--- src/rtl/fpu_share_pkg.sv ---
// Shared types for the fpnew sharing arbiter.
// Enumerations reuse the fpnew_pkg encodings, so fpu_req_t lines up bit-for-bit
// with the operand/op/format inputs of fpnew_top.
package fpu_share_pkg;

  localparam int unsigned FP_WIDTH     = 16;
  localparam int unsigned STATUS_W     = 5;
  localparam int unsigned NUM_OPERANDS = 3;

  typedef enum logic [3:0] {
    FMADD, FNMSUB, ADD, MUL, DIV, SQRT, SGNJ, MINMAX,
    CMP, CLASSIFY, F2F, F2I, I2F, CPKAB, CPKCD
  } operation_e;

  typedef enum logic [2:0] {
    RNE = 3'b000, RTZ = 3'b001, RDN = 3'b010, RUP = 3'b011,
    RMM = 3'b100, ROD = 3'b101, DYN = 3'b111
  } roundmode_e;

  typedef enum logic [2:0] {
    FP32 = 3'd0, FP64 = 3'd1, FP16 = 3'd2, FP8 = 3'd3, FP16ALT = 3'd4, FP8ALT = 3'd5
  } fp_format_e;

  typedef enum logic [1:0] {INT8, INT16, INT32, INT64} int_format_e;

  typedef enum logic [1:0] {IDLE, LOCK, FLUSH} state_e;

  typedef struct packed {
    logic [NUM_OPERANDS-1:0][FP_WIDTH-1:0] operands;
    operation_e                            op;
    logic                                  op_mod;
    roundmode_e                            rnd_mode;
    fp_format_e                            src_fmt;
    fp_format_e                            dst_fmt;
    int_format_e                           int_fmt;
  } fpu_req_t;

endpackage

--- src/rtl/rr_arbiter.sv ---
// Combinational round-robin picker: first asserted request at or after ptr_i.
// Ports: req_i request vector, ptr_i priority start index,
//        gnt_o one-hot grant, idx_o grant index, valid_o any request present.
module rr_arbiter #(
  parameter int unsigned N     = 2,
  parameter int unsigned IDX_W = $clog2(N)
) (
  input  logic [N-1:0]     req_i,
  input  logic [IDX_W-1:0] ptr_i,
  output logic [N-1:0]     gnt_o,
  output logic [IDX_W-1:0] idx_o,
  output logic             valid_o
);

  // Walk the requesters starting at the pointer, wrapping at N.
  always_comb begin
    int unsigned      w_pos;
    logic [IDX_W-1:0] w_idx;
    gnt_o   = '0;
    idx_o   = '0;
    valid_o = 1'b0;
    w_pos   = 0;
    w_idx   = '0;
    for (int unsigned i = 0; i < N; i++) begin
      w_pos = 32'(ptr_i) + i;
      if (w_pos >= N) w_pos = w_pos - N;
      w_idx = IDX_W'(w_pos);
      if (!valid_o && req_i[w_idx]) begin
        valid_o      = 1'b1;
        gnt_o[w_idx] = 1'b1;
        idx_o        = w_idx;
      end
    end
  end

endmodule

--- src/rtl/fpu_share_arbiter.sv ---
// Shares one fpnew_top between NUM_REQ requesters.
// Requests are granted round-robin, one at a time, with the requester index
// carried in the FPU tag; results are steered back by tag. An outstanding-op
// credit counter caps in-flight work, and flush_i drains the FPU.
// Ports: clk_i/rst_ni clock and async active-low reset; flush_i abort pulse;
//        req_* client request side; fpu_* fpnew_top in/out handshakes;
//        rsp_* client result side (shared result/status bus, one-hot valid).
module fpu_share_arbiter
  import fpu_share_pkg::*;
#(
  parameter int unsigned NUM_REQ   = 2,
  parameter int unsigned WIDTH     = FP_WIDTH,
  parameter int unsigned MAX_OUTST = 4,
  parameter int unsigned TAG_W     = $clog2(NUM_REQ)
) (
  input  logic                      clk_i,
  input  logic                      rst_ni,
  input  logic                      flush_i,
  input  logic [NUM_REQ-1:0]        req_valid_i,
  output logic [NUM_REQ-1:0]        req_ready_o,
  input  fpu_req_t [NUM_REQ-1:0]    req_i,
  output fpu_req_t                  fpu_req_o,
  output logic [TAG_W-1:0]          fpu_tag_o,
  output logic                      fpu_in_valid_o,
  input  logic                      fpu_in_ready_i,
  output logic                      fpu_flush_o,
  input  logic [WIDTH-1:0]          fpu_result_i,
  input  logic [STATUS_W-1:0]       fpu_status_i,
  input  logic [TAG_W-1:0]          fpu_tag_i,
  input  logic                      fpu_out_valid_i,
  output logic                      fpu_out_ready_o,
  input  logic                      fpu_busy_i,
  output logic [NUM_REQ-1:0]        rsp_valid_o,
  input  logic [NUM_REQ-1:0]        rsp_ready_i,
  output logic [WIDTH-1:0]          rsp_result_o,
  output logic [STATUS_W-1:0]       rsp_status_o
);

  localparam int unsigned CNT_W = $clog2(MAX_OUTST + 1);

  state_e             r_state, w_state_nxt;
  logic [TAG_W-1:0]   r_grant;
  logic [TAG_W-1:0]   r_rr_ptr;
  logic [CNT_W-1:0]   r_outst_cnt;
  fpu_req_t           r_fpu_req;
  logic               r_flush;

  logic [NUM_REQ-1:0] w_arb_gnt;
  logic [TAG_W-1:0]   w_arb_idx;
  logic               w_arb_valid;
  fpu_req_t           w_sel_req;
  logic               w_credit_ok;
  logic               w_grant_load;
  logic               w_issue;
  logic               w_tag_bad;
  logic               w_rsp_hs;
  logic [TAG_W-1:0]   w_ptr_nxt;

  rr_arbiter #(
    .N     (NUM_REQ),
    .IDX_W (TAG_W)
  ) u_rr_arbiter (
    .req_i   (req_valid_i),
    .ptr_i   (r_rr_ptr),
    .gnt_o   (w_arb_gnt),
    .idx_o   (w_arb_idx),
    .valid_o (w_arb_valid)
  );

  // One-hot payload select for the winning requester.
  always_comb begin
    w_sel_req = '0;
    for (int unsigned k = 0; k < NUM_REQ; k++) begin
      if (w_arb_gnt[k]) w_sel_req = req_i[k];
    end
  end

  assign w_credit_ok = (32'(r_outst_cnt) < MAX_OUTST);
  assign w_tag_bad   = (32'(fpu_tag_i) >= NUM_REQ);
  assign w_ptr_nxt   = (32'(r_grant) == NUM_REQ - 1) ? '0 : r_grant + TAG_W'(1);

  // Next state, grant load and issue strobe; flush_i overrides everything.
  always_comb begin
    w_state_nxt  = r_state;
    w_grant_load = 1'b0;
    w_issue      = 1'b0;
    req_ready_o  = '0;
    case (r_state)
      IDLE: begin
        if (w_arb_valid && w_credit_ok) begin
          w_state_nxt  = LOCK;
          w_grant_load = 1'b1;
        end
      end
      LOCK: begin
        req_ready_o[r_grant] = fpu_in_ready_i;
        if (fpu_in_ready_i) begin
          w_state_nxt = IDLE;
          w_issue     = 1'b1;
        end
      end
      FLUSH: begin
        if (!fpu_busy_i) w_state_nxt = IDLE;
      end
      default: w_state_nxt = IDLE;
    endcase
    if (flush_i) begin
      w_state_nxt  = FLUSH;
      w_grant_load = 1'b0;
      w_issue      = 1'b0;
    end
  end

  // Result steering by tag; while draining, or for a bogus tag, results are discarded.
  always_comb begin
    rsp_valid_o     = '0;
    fpu_out_ready_o = 1'b0;
    if (r_state == FLUSH || w_tag_bad) begin
      fpu_out_ready_o = 1'b1;
    end else begin
      rsp_valid_o[fpu_tag_i] = fpu_out_valid_i;
      fpu_out_ready_o        = rsp_ready_i[fpu_tag_i];
    end
  end

  assign w_rsp_hs = fpu_out_valid_i && fpu_out_ready_o && !w_tag_bad && (r_state != FLUSH);

  // State, grant, pointer, credit counter and flush pulse registers.
  always_ff @(posedge clk_i or negedge rst_ni) begin
    if (!rst_ni) begin
      r_state     <= IDLE;
      r_grant     <= '0;
      r_rr_ptr    <= '0;
      r_outst_cnt <= '0;
      r_fpu_req   <= '0;
      r_flush     <= 1'b0;
    end else begin
      r_state <= w_state_nxt;
      r_flush <= flush_i;
      if (flush_i) begin
        r_grant <= '0;
      end else if (w_grant_load) begin
        r_grant   <= w_arb_idx;
        r_fpu_req <= w_sel_req;
      end
      if (w_issue) r_rr_ptr <= w_ptr_nxt;
      if (flush_i) begin
        r_outst_cnt <= '0;
      end else if (w_issue && !w_rsp_hs) begin
        r_outst_cnt <= r_outst_cnt + CNT_W'(1);
      end else if (!w_issue && w_rsp_hs && (r_outst_cnt != '0)) begin
        r_outst_cnt <= r_outst_cnt - CNT_W'(1);
      end
    end
  end

  assign fpu_in_valid_o = (r_state == LOCK);
  assign fpu_req_o      = r_fpu_req;
  assign fpu_tag_o      = r_grant;
  assign fpu_flush_o    = r_flush;
  assign rsp_result_o   = fpu_result_i;
  assign rsp_status_o   = fpu_status_i;

  // A tag the arbiter never issued means the FPU returned something foreign.
  a_tag_range: assert property (@(posedge clk_i) disable iff (!rst_ni)
    !(fpu_out_valid_i && w_tag_bad))
    else $error("fpu_share_arbiter: result tag %0d out of range, dropped", fpu_tag_i);

endmodule
--- config.mk ---
export PLATFORM = sky130hd
export DESIGN_NAME = fpu_share_arbiter
export DESIGN_NICKNAME = d
export VERILOG_FILES = /design/src/rtl/fpu_share_pkg.sv /design/src/rtl/rr_arbiter.sv /design/src/rtl/fpu_share_arbiter.sv
export SDC_FILE = /design/constraint.sdc
export NUM_CORES = 1
export LEC_CHECK = 0
export ABC_AREA = 1
export BUFFER_PORTS_ARGS = -buffer_cell sky130_fd_sc_hd__buf_2
export CAP_MARGIN = 20
export CELL_PAD_IN_SITES_DETAIL_PLACEMENT = 1
export CELL_PAD_IN_SITES_GLOBAL_PLACEMENT = 1
export CORE_UTILIZATION = 29
export DETAILED_ROUTE_END_ITERATION = 12
export HOLD_SLACK_MARGIN = 0.15
export PLACE_DENSITY = 0.93
export SYNTH_ARGS = -nofsm -noshare
export SYNTH_HDL_FRONTEND = slang
export SYNTH_SLANG_ARGS = --single-unit
--- constraint.sdc ---
create_clock -name clk_i -period 2.02 [get_ports clk_i]
set_input_delay 0.101 -clock clk_i [delete_from_list [all_inputs] [get_ports clk_i]]
set_output_delay 0.101 -clock clk_i [all_outputs]
set_load 0.1 [all_outputs]
# == Yosys cells after proc, flatten, opt, wreduce, memory -nomap -nowiden ==
# Index checks and enable logic that the tools add are counted.
# classes
addsub,6
magnitude_cmp,11
n_eq_ne,6
n_mux,44
bitwise_logic,4
reduce_logical,20
# ops
op,count
64-bit 2-to-1 mux,2
1-bit 2-to-1 mux,26
2-bit 2-to-1 mux,8
1-bit logical AND,11
3-bit 2-to-1 mux,3
"1-bit by 2-bit < comparator with 1-bit output, second input constant",4
"3-bit inequality test, second input constant",2
2-bit one-hot mux with 3 select lines,1
3-bit nonzero test,2
2-bit AND,2
1-bit demux with 1-bit select,4
"1-bit >= comparator, second input constant",4
"3-bit by 1-bit adder with 3-bit output, second input constant",1
1-bit zero test,3
"3-bit < comparator, second input constant",1
"3-bit by 2-bit inequality test with 1-bit output, second input constant",1
3-bit AND reduction,1
"3-bit by 1-bit subtractor with 3-bit output, second input constant",1
"1-bit by 1-bit adder with 2-bit output, second input constant",1
"2-bit by 1-bit equality test with 1-bit output, second input constant",1
"2-bit equality test, second input constant",1
"1-bit by 2-bit >= comparator with 1-bit output, second input constant",1
"2-bit >= comparator, second input constant",1
2-bit zero test,1
other kinds (7),8
# word_totals
regBits,72
input_bits,160
out_inout_bits,93
wordCells,105

# == Logic depth before layout (Yosys ltp) ==
# Gate-level depths: netlist of the first run.
# logic_depth
depth_word,14
depth_mapped,12
mapped_depth_nobuf,12

# == Cells and area by module ==
# From an unflattened synthesis of the first run, not the netlist that was laid out.
# unflattened
hier_cells,454
hier_area_um2,3678.5
# modules_own_cells
module,n_inst,cells_per_inst,area_each_um2,seq_area_each_um2
fpu_share_arbiter,1,447,3648.5,1801.7
rr_arbiter,1,7,30.0,0.0

# == Worst setup path after synthesis of the first run ==
# OpenSTA, ideal clock, no wires.
# synth_timing
kind,register to output
start,"register r_grant, in the netlist fpu_tag_o"
end,output req_ready_o[1]
arrival_time_ns,2.349
t_required_ns,1.919
path_slack_ns,-0.430
stages_incl_launch_ff,3
cell_sequence,dfrtp_1 -> nand2_1 -> nor2_1
# synth_between
elab_chain_cells,6
# synth_lines
item,line_no,text
"start, declared",fpu_share_arbiter.sv:42,logic [TAG_W-1:0] r_grant;
"start signal, assigned",fpu_share_arbiter.sv:143,r_grant <= w_arb_idx;
1-bit by 2-bit < comparator with 1-bit output (not written as such) / 1-bit >= comparator (equally long branches),fpu_share_arbiter.sv:96,req_ready_o[r_grant] = fpu_in_ready_i;
1-bit logical AND (not written as such),fpu_share_arbiter.sv:96,
1-bit 2-to-1 mux (not written as such),fpu_share_arbiter.sv:96,
1-bit demux with 1-bit select *,fpu_share_arbiter.sv:96,
2-bit AND (no source line) *,--,
2-bit 2-to-1 mux *,fpu_share_arbiter.sv:88,case (r_state)
"end, declared",fpu_share_arbiter.sv:20,"output logic [NUM_REQ-1:0] req_ready_o,"
# Mark *: on every way between the ends. The rest lies on a longest branch, timed or not.

# == Worst setup path after layout of the first run ==
# layout_timing
start,register r_rr_ptr
end,register r_fpu_req (netlist bit fpu_req_o[61])
# layout_between
elab_chain_cells,13
# layout_lines
item,line_no,text
"start, declared",fpu_share_arbiter.sv:43,logic [TAG_W-1:0] r_rr_ptr;
"start signal, assigned",fpu_share_arbiter.sv:146,if (w_issue) r_rr_ptr <= w_ptr_nxt;
"parallel branches: the longest is 13 deep, another holds 1-bit by 1-bit adder with 2-bit output",--,
"end signal, assigned",fpu_share_arbiter.sv:144,r_fpu_req <= w_sel_req;
"end, declared",fpu_share_arbiter.sv:45,fpu_req_t r_fpu_req;
# Several ways; the timed one is not identified. The select of a mux whose other input is x is not followed.
# A chain may end at the register's enable or synchronous reset.

==> results.md, run 1 <==
- The flow ran to the end, and the final reports show no timing, DRC or antenna violations.
- Dividing the final minimum period by the clock period gives 0.9351.
- Pin placement for this block handled 253 I/O pins.
- By area the synthesized netlist is led by sky130_fd_sc_hd__dfrtp_1 43%, sky130_fd_sc_hd__nand3_1 16%, sky130_fd_sc_hd__nand2_1 14%.
- STA classifies the critical path startpoint as a register.
- The remaining global-route overflow is 0.
- The TritonCTS clock tree is yes.
- The data required time of the critical path is about 2300 ps.
- The final weighted congestion of routability-driven global placement is 0.7274.
- The count of final hold-check violations is 0.
- The final-report max-slew violation count is 0.
- The multi-input combinational cells in the finished layout cover a total of 1737 um^2.
- The area of the core is around 14000 um^2.
- The minimum clock period is 1889 ps.
- Dividing total power by cell area gives a power density of 1190 nW/um^2.
- When the netlist entered floorplanning its net count stood at between 700 and 800.
- For this run, the top clock speed supported by timing is 529.4 MHz.
- The count of state elements after synthesis is between 70 and 80.
- The DRC violations left is 0.
- Overall power consumption after layout is estimated at 7.665 mW.
- Setup violations remaining at the end of the flow were counted as 0.
- The first-pass iteration count of the detailed router is 5.
- The min-delay analysis places its worst path in the category in -> reg.
- The via count of the first global-routing pass is 5590.
- The count of unique library cells instantiated by Yosys is 20.
- In the final layout, flip-flops and latches occupy ~1800 um^2.
- The wire length of the first global-routing pass is 26940 um.
- The total clock sinks is 72.
- The synthesized design contains 0 enable-type register cells.
- The maximum fanout count along the critical path is 33.
- The area growth from synthesis to layout is 55.45%.
- Max-cap violations in this run came to 0.
- The maximum clock insertion buffer count is 2.
- The ratio of routed vias to standard cells is just under 5.
- The area enclosed by the die boundary is 14770 um^2.
- Of the synthesized area, sequential elements account for 0.4349.
- A synthesized cell averages roughly 7 um^2.
- The fraction of layout cells with a size suffix above 1 is 0.2972.
- The final layout contains 1004 nets.
- The total standard cell area after synthesis is 4143 um^2.
- The number of standard cells in the final layout excluding fillers is 1028.
- For this run, the total global-route usage over all layers was measured as 0.2341.
- The worst setup path is of the reg -> reg kind.
- The worst vdd rail ir drop is between 0.0004 and 0.0005 V.
- The commonest cells after synthesis are 154 x sky130_fd_sc_hd__nand2_1, 133 x sky130_fd_sc_hd__nand3_1, 76 x sky130_fd_sc_hd__inv_1, 72 x sky130_fd_sc_hd__dfrtp_1, 52 x sky130_fd_sc_hd__o21ai_0.
- The post-synthesis cell count is roughly 590.
- The warning count from the yosys run is 0.
- The worst slew margin relative to its limit is 0.6212.
- The initial antenna violation count is 0.
- The total of fill cells in the finished design is between 1500 and 2000.
- The type of destination of the critical path is a register.
- Clock latency on the worst-skew pair, taken at its later pin, is 330 ps.
- The maximum number of pins on one net before global-route repair is 71.
- The fraction of post-synthesis cell area in the top cell type by area is 0.4349.
- Clock-pin slew was measured on the worst setup and hold paths at approximately 60 ps.
- Setup repair after global routing left no endpoint under its margin.
- The final layout contains routed wiring with a total length of ~17000 um.
- The share of synthesized registers carrying an async set or reset is 1.000.
- Once detail routing completed, the nets flagged for antenna violations numbered 0.
- After the first detailed-routing iteration, the DRC count stood at 201.
- The wire length per cell is 16.44 um.
- The HPWL after detailed placement is a little under 10000 um.
- The leakage power total is 3.699 nW.
- The via count is 5057.
- The floorplan has 43 rows.
- The clock arrives with 6.994 ps of skew.
- The slew at the pin closest to its max-slew limit is 568.2 ps.
- The post-CTS setup repair buffer count is 0.
- The number of clock buffers added by TritonCTS is 9.
- The count of buffers added on input and output ports is 210.
- The most common cell in the synthesized netlist is sky130_fd_sc_hd__nand2_1.
- The leading area contributor after synthesis is sky130_fd_sc_hd__dfrtp_1.
- The total placed cells including tap cells is 925.
- The antenna diode instance count is 0.
- The initial utilization of the core area, before any placement, comes to 0.2973.
- From bottom edge to top edge, the die measures roughly 120 um.
- For the worst setup path, the data arrival time is roughly 2200 ps.
- The root buffer selected by CTS is sky130_fd_sc_hd__clkbuf_16.
- CTS built an H-tree with a depth of 3.
- The width of the die is 121.5 um.
- The most frequently used flop master after synthesis is sky130_fd_sc_hd__dfrtp_1.
==> layout by cell type (no fill, tap or decap), types with 3 or more instances in the layout <==
cell type / instances
sky130_fd_sc_hd__o21ai_0: 52
sky130_fd_sc_hd__nor2_1: 4
sky130_fd_sc_hd__nand2_1: 151
sky130_fd_sc_hd__clkbuf_16: 9
sky130_fd_sc_hd__nand2_2: 3
sky130_fd_sc_hd__inv_2: 3
sky130_fd_sc_hd__buf_2: 209
sky130_fd_sc_hd__dfrtp_1: 70
sky130_fd_sc_hd__nand3_1: 133
sky130_fd_sc_hd__o21ai_1: 15
sky130_fd_sc_hd__inv_1: 76
sky130_fd_sc_hd__buf_6: 4
sky130_fd_sc_hd__buf_4: 7
sky130_fd_sc_hd__dlygate4sd3_1: 87
sky130_fd_sc_hd__nor2_2: 3
==> state kept, by name, indices dropped and copies added, names as in the netlist <==
| signal | count |
|---|---|
| fpu_flush_o | 1 |
| fpu_req_o | 64 |
| r_outst_cnt | 3 |
| r_rr_ptr | 1 |
| r_state | 2 |
| fpu_tag_o | 1 |
==> worst paths after layout <==
| check | from | to | slack [ps] | depth (start not counted) |
|---|---|---|---|---|
| worst max-delay path | r_rr_ptr$_DFFE_PN0P_ | fpu_req_o[61]$_DFFE_PN0P_ | 130 | 7 |
| min in group asynchronous | rst_ni | fpu_req_o[5]$_DFFE_PN0P_ | 310 | 2 |
| worst min-delay path | req_i[46] | fpu_req_o[46]$_DFFE_PN0P_ | 160 | 5 |
| worst max register to register | r_rr_ptr$_DFFE_PN0P_ | fpu_req_o[61]$_DFFE_PN0P_ | 130 | 7 |
| max in group asynchronous | rst_ni | r_state[0]$_DFFE_PN0P_ | 1110 | 3 |
| worst min register to register | fpu_req_o[20]$_DFFE_PN0P_ | fpu_req_o[20]$_DFFE_PN0P_ | 460 | 2 |
==> stage by stage <==
step	TNS (ps)	utilization	cell area, um^2	hold WS, ps	setup slack, ps
2_1_floorplan	-21.61	-	4148	-194.6	-21.61
3_3_place_gp	0	0.3741	5213	125.7	172.3
3_5_place_dp	0	0.3741	5213	142.5	40.77
4_1_cts	0	0.4597	6406	150.9	30.28
5_1_grt	0	0.4622	6440	173.6	2.827
6_report	0	0.4622	6440	158.3	131.2
==> repair_timing <==
action,4_1_cts,5_1_grt
setup endpoints to repair,0,9
hold buffers,87,0
gates resized for setup,0,10
hold endpoints to repair,93,0
==> layout make-up <==
cell class | instances | share of cell area
clock inverter | 5 | 0.01243
timing repair buffer | 309 | 0.3190
clock buffer | 11 | 0.03769
sequential | 72 | 0.2802
multi-input combinational | 372 | 0.2697
inverter | 79 | 0.04605
tap | 180 | 0.03497
==> where the power goes <==
group          internal, mW  switching, mW  leakage [nW]
Sequential             1.77          0.192         0.923
Clock                  1.11          0.613         0.152
Combinational         0.752           3.22          2.62
Total                  3.64           4.03          3.70
==> metal layers <==
metal | track usage | routed length [um] | vias up
li1 | - | - | 2356
met1 | 0.2522 | 6465 | 2411
met2 | 0.4279 | 8810 | 235
met3 | 0.05404 | 1107 | 55
met4 | 0.1134 | 520 | 0
met5 | 0 | 0 | -
==> cell families (layout without fill, tap and decap cells) <==
| family | after synthesis | count (layout) | share of synthesized area |
|---|---|---|---|
| AND/OR/NAND/NOR | 298 | 298 | 0.3138 |
| flip-flops | 72 | 72 | 0.4349 |
| AO/OA/AOI/OAI | 72 | 72 | 0.08789 |
| XOR/XNOR | 1 | 1 | 0.002115 |
| adder cells (fa/ha/maj) | 1 | 1 | 0.004833 |
| buffers and inverters | 141 | 404 | 0.1564 |
==> worst max-delay path, cell delays in order (launching register included) <==
cell and delay (ps):
sky130_fd_sc_hd__dfrtp_1 430, sky130_fd_sc_hd__nand2_2 110, sky130_fd_sc_hd__buf_6 260, sky130_fd_sc_hd__nand3_1 110, sky130_fd_sc_hd__o21ai_0 150, sky130_fd_sc_hd__dlygate4sd3_1 610, sky130_fd_sc_hd__nand3_1 70, sky130_fd_sc_hd__nand2_1 90
Power figures use the tool's default switching activity.
==> run 2: changes to the inputs <==
ABC_AREA = default   (was 1)
CORE_UTILIZATION = 28   (was 29)
PLACE_DENSITY = 0.92   (was 0.93)
==> run 2 against run 1 <==
Non-clock buffer count grew 44. Area after synthesis fell by 17%. Register-to-register slack got worse by 110 ps. Core utilization increased by 5.5 points. Largest power group unchanged. First-iteration DRC count down 1.0%. Global-route usage increased by 0.56 points. Final cell count fell by 20%. Clock power shrank 18%. Wire length fell by 1.4%. Critical path depth did not move.
==> results.md, run 2 <==
- The flow ran to the end, and the final reports show no timing, DRC or antenna violations.
- The total standard cell area after synthesis is 3452 um^2.
- Measured along the y axis, the die boundary spans 113.0 um.
- Of the total power, combinational logic draws 0.545.
- Walking the worst path, the cells encountered are inv_2 > a21boi_4 > buf_12 > buf_8 > a22oi_1 > dlygate4sd3_1 > o21ai_0.
- The placed instance area is 4471 um^2.
- Of the total power, registers draw 0.264.
- The data required time of the critical path is roughly 2300 ps.
- The worst setup slack for register-to-register paths is around 23 ps.
- The fraction of layout cells with a size suffix above 1 is 0.3737.
- The global routing usage summed across all routing layers is 0.2397.
- The first TritonRoute pass finished after 5 iterations.
- The DRC violations left is 0.
- The number of standard cells in the final layout excluding fillers is 826.
- From synthesis to final layout, the design area changed by 79.85%.
- The number of endpoints failing setup at the final stage is 0.
- The type of element launching the critical path is a register.
- The count of state elements after synthesis is 72.
- The final critical-path share of the clock period is 0.9886.
- The final weighted congestion of routability-driven global placement is 0.7715.
- The slowest cell on the critical path is sky130_fd_sc_hd__dlygate4sd3_1.
- The termination of the worst setup path is fpu_req_o[23]$_DFFE_PN0P_.
- The HPWL after detailed placement is 7759 um.
- Yosys mapped the design onto 34 distinct sky130hd cell types.
- Of the synthesized area, sequential elements account for 0.5219.
- The antenna violation net count after detailed routing is 0.
- Tracing the worst setup path back leads to its startpoint at r_rr_ptr$_DFFE_PN0P_.
- Dividing the detail-routed wire length by the instance count gives 20.17 um.
- Global routing finished with a remaining overflow of 0.
- The clock latency reported for the late side of the worst-skew pair is 320 ps.
- The minimum clock period is 1997 ps.
- The number of top-level pins is 253.
- After the last flow step, the layout net total stands at 834.
- The H-tree was split into 3 levels.
- The initial antenna violation count is 2.
- The number of flip-flops under the largest register name is 64.
- The number of violations of the max-capacitance limit is 0.
- The count of final hold-check violations is 0.
- The core region is 12010 um^2.
- The initialized floorplan defines 40 standard-cell rows.
- The die is around 110 um wide.
- The final layout contains routed wiring with a total length of 16660 um.
- The final-report max-slew violation count is 0.
- The switching share of total power is 0.5346.
- Measured in cells, the most critical reg-to-reg path has a length of 7.
- The commonest cells after synthesis are 72 x sky130_fd_sc_hd__dfrtp_1, 65 x sky130_fd_sc_hd__nand2_1, 64 x sky130_fd_sc_hd__a22oi_1, 45 x sky130_fd_sc_hd__o21ai_0, 21 x sky130_fd_sc_hd__buf_4.
- TritonCTS built the clock tree.
- The power density over the cells is 1197 nW/um^2.
- The internal power component is 3.460 mW.
- Timing analysis after detailed placement gives a worst setup slack of between 100 and 150 ps.
- The register clock-pin slew on the reported worst setup and hold paths is 60 ps.
- The type of destination of the critical path is a register.
- The cell count after synthesis came out at 359.
- The worst vdd rail ir drop is 0.0005257 V.
- The endpoint identified for the worst register-to-register timing path is fpu_req_o[23]$_DFFE_PN0P_.
- The leading area contributor after synthesis is sky130_fd_sc_hd__dfrtp_1.
- The Yosys step of the flow raised 0 warnings.
- The startpoint identified for the worst register-to-register timing path is r_rr_ptr$_DFFE_PN0P_.
- The critical path is of the reg -> reg type.
- The via count of the first global-routing pass is 4632.
- Among all flip-flop cells after synthesis, the most frequent one is sky130_fd_sc_hd__dfrtp_1.
- For this run, the top clock speed supported by timing is approximately 500 MHz.
- At the pin with the least slew margin, the transition time is 952.1 ps.
- The area enclosed by the die boundary is 12780 um^2.
- The starting density of the core is 0.2874.
- In this run, synthesis inferred 0 flip-flops with an integrated enable.
- The total placed cells including tap cells is between 600 and 700.
- The total of fill cells in the finished design is ~1400.
- On the final layout, the worst clock skew is 7.523 ps.
- The share of synthesized registers carrying an async set or reset is 1.000.
- In this run the worst path has a maximum fanout of 8.
- In this run the worst hold path is classified as in -> reg.
- The largest single stage delay on the critical path is 590 ps.
- Summed over all nets, the switching power comes to 3.974 mW.
- The most frequently used cell type in the post-synthesis netlist is sky130_fd_sc_hd__dfrtp_1.
- The first global-routing pass estimated between 20000 and 25000 um of wire.
- For this design, the sink count on the clock tree is approximately 70.
- The ratio of routed vias to standard cells is slightly above 5.
- The number of nets handed over by synthesis was 520.
- CTS placed an instance of sky130_fd_sc_hd__clkbuf_16 at the clock tree root.
- In the post-synthesis netlist, the biggest area contributors are sky130_fd_sc_hd__dfrtp_1 52%, sky130_fd_sc_hd__a22oi_1 14%, sky130_fd_sc_hd__nand2_1 7.1%.
- During placement, the flow inserted port buffers numbering 210.
- The CTS buffer count is 9.
- Of the total power, the clock network draws 0.191.
- Each instance of the synthesized netlist takes up on average 9.616 um^2.
- The maximum number of pins on one net before global-route repair is between 70 and 80.
- The most common library cell in the layout ignoring fill and taps is sky130_fd_sc_hd__buf_2.
- The finished cells cover about 6200 um^2.
- For this block, the initial DRC count from the detailed router was about 200.
- The worst slew margin relative to its limit is 0.3652.
- Data on the critical path arrives at its endpoint at around 2200 ps.
- The routed layout has 4239 vias.
- Leaving out fill and tap cells, the most frequent cells in the layout are 209 x sky130_fd_sc_hd__buf_2, 125 x sky130_fd_sc_hd__dlygate4sd3_1, 72 x sky130_fd_sc_hd__dfrtp_1.
- The maximum clock insertion buffer count is 2.
- The final worst setup slack is 22.96 ps.
- For this design the static power due to leakage is 3.036 nW.
- Of the post-synthesis cell area, the dominant cell type holds 0.5219.
==> run 2: cell count changes in the layout (fill, tap and decap cells not counted), sizes merged, moves of 3 or more <==
cell         previous run  this run
a22oi                   0        64
inv                    79         5
nand3                 133         1
o21ai                  68        65
dlygate4sd3            87       125
nand2                 154        65
nand2b                  0         3
==> run 2: power groups by stage <==
| stage | registers (mW) | logic, mW | clock network, mW |
|---|---|---|---|
| CTS | 1.94 | 3.82 | 1.46 |
| global placement | 1.94 | 3.46 | 0 |
| finish | 1.96 | 4.05 | 1.42 |
| floorplan | 4.28 | 0.703 | 0 |
| global route | 2.00 | 4.19 | 1.52 |
| detailed placement | 1.96 | 3.53 | 0 |
==> run 2: cell type report <==
| type | count | area (um^2) | share of cell area |
|---|---|---|---|
| repair buffers | 353 | 2567 | 0.4135 |
| flip-flops and latches | 72 | 1802 | 0.2902 |
| multi-input cells | 232 | 1369 | 0.2205 |
| clock buffers | 9 | 225.2 | 0.03628 |
| well taps | 147 | 183.9 | 0.02963 |
| clock inverters | 6 | 37.54 | 0.006046 |
| inverters | 5 | 18.77 | 0.003023 |
| diodes | 2 | 5.005 | 0.0008061 |
==> run 2: cells by family (layout without fill, tap and decap cells) <==
group | count (synthesis) | count (layout) | synth area share
mux | 2 | 2 | 0.006162
simple gates | 85 | 85 | 0.1058
fa+ha+maj | 1 | 1 | 0.005799
compound gates | 144 | 144 | 0.2646
flops | 72 | 72 | 0.5219
other cells | 0 | 2 | 0
buf+inv | 55 | 373 | 0.09568
==> run 2: through the flow <==
| stage | util | power [mW] | hold WS (ps) | setup TNS, ps |
|---|---|---|---|---|
| global placement | 0.3722 | 5.407 | 202.7 | 0 |
| finish | 0.5169 | 7.434 | 86.63 | 0 |
| detailed placement | 0.3722 | 5.491 | 202.7 | 0 |
| CTS | 0.5024 | 7.225 | 151.1 | 0 |
| floorplan | - | 4.981 | -194.6 | -242.2 |
| global route | 0.5169 | 7.713 | 119.4 | -195.7 |
==> run 2: worst min-delay path by stage <==
stage / startpoint / to / slack [ps] / depth (start not counted)
floorplan: rst_ni / fpu_flush_o$_DFF_PN0_ / -190 / 0
global placement: fpu_result_i[0] / rsp_result_o[0] / 200 / 0
detailed placement: fpu_result_i[0] / rsp_result_o[0] / 200 / 0
CTS: req_i[116] / fpu_req_o[52]$_DFFE_PN0P_ / 150 / 3
global route: req_i[95] / fpu_req_o[31]$_DFFE_PN0P_ / 120 / 3
finish: req_i[95] / fpu_req_o[31]$_DFFE_PN0P_ / 90 / 3
==> run 2: worst max-delay path: cells and delay by family, from the launching register on <==
kind,cells,cell delay (ps)
flip-flops,1,420
AO/OA/AOI/OAI,3,490
buffers and inverters,4,990
==> run 2: layer usage <==
layer / global-route usage / part of all wire
met4: 0.1561 / 0.050
met1: 0.2312 / 0.36
met2: 0.4658 / 0.54
met3: 0.04071 / 0.052
met5: 0 / 0
==> run 2: timing repair <==
item,CTS,global route
hold buffers,130,0
setup buffers,0,3
setup endpoints to repair,0,47
resized for setup,0,36
endpoints found under the hold margin,143,0
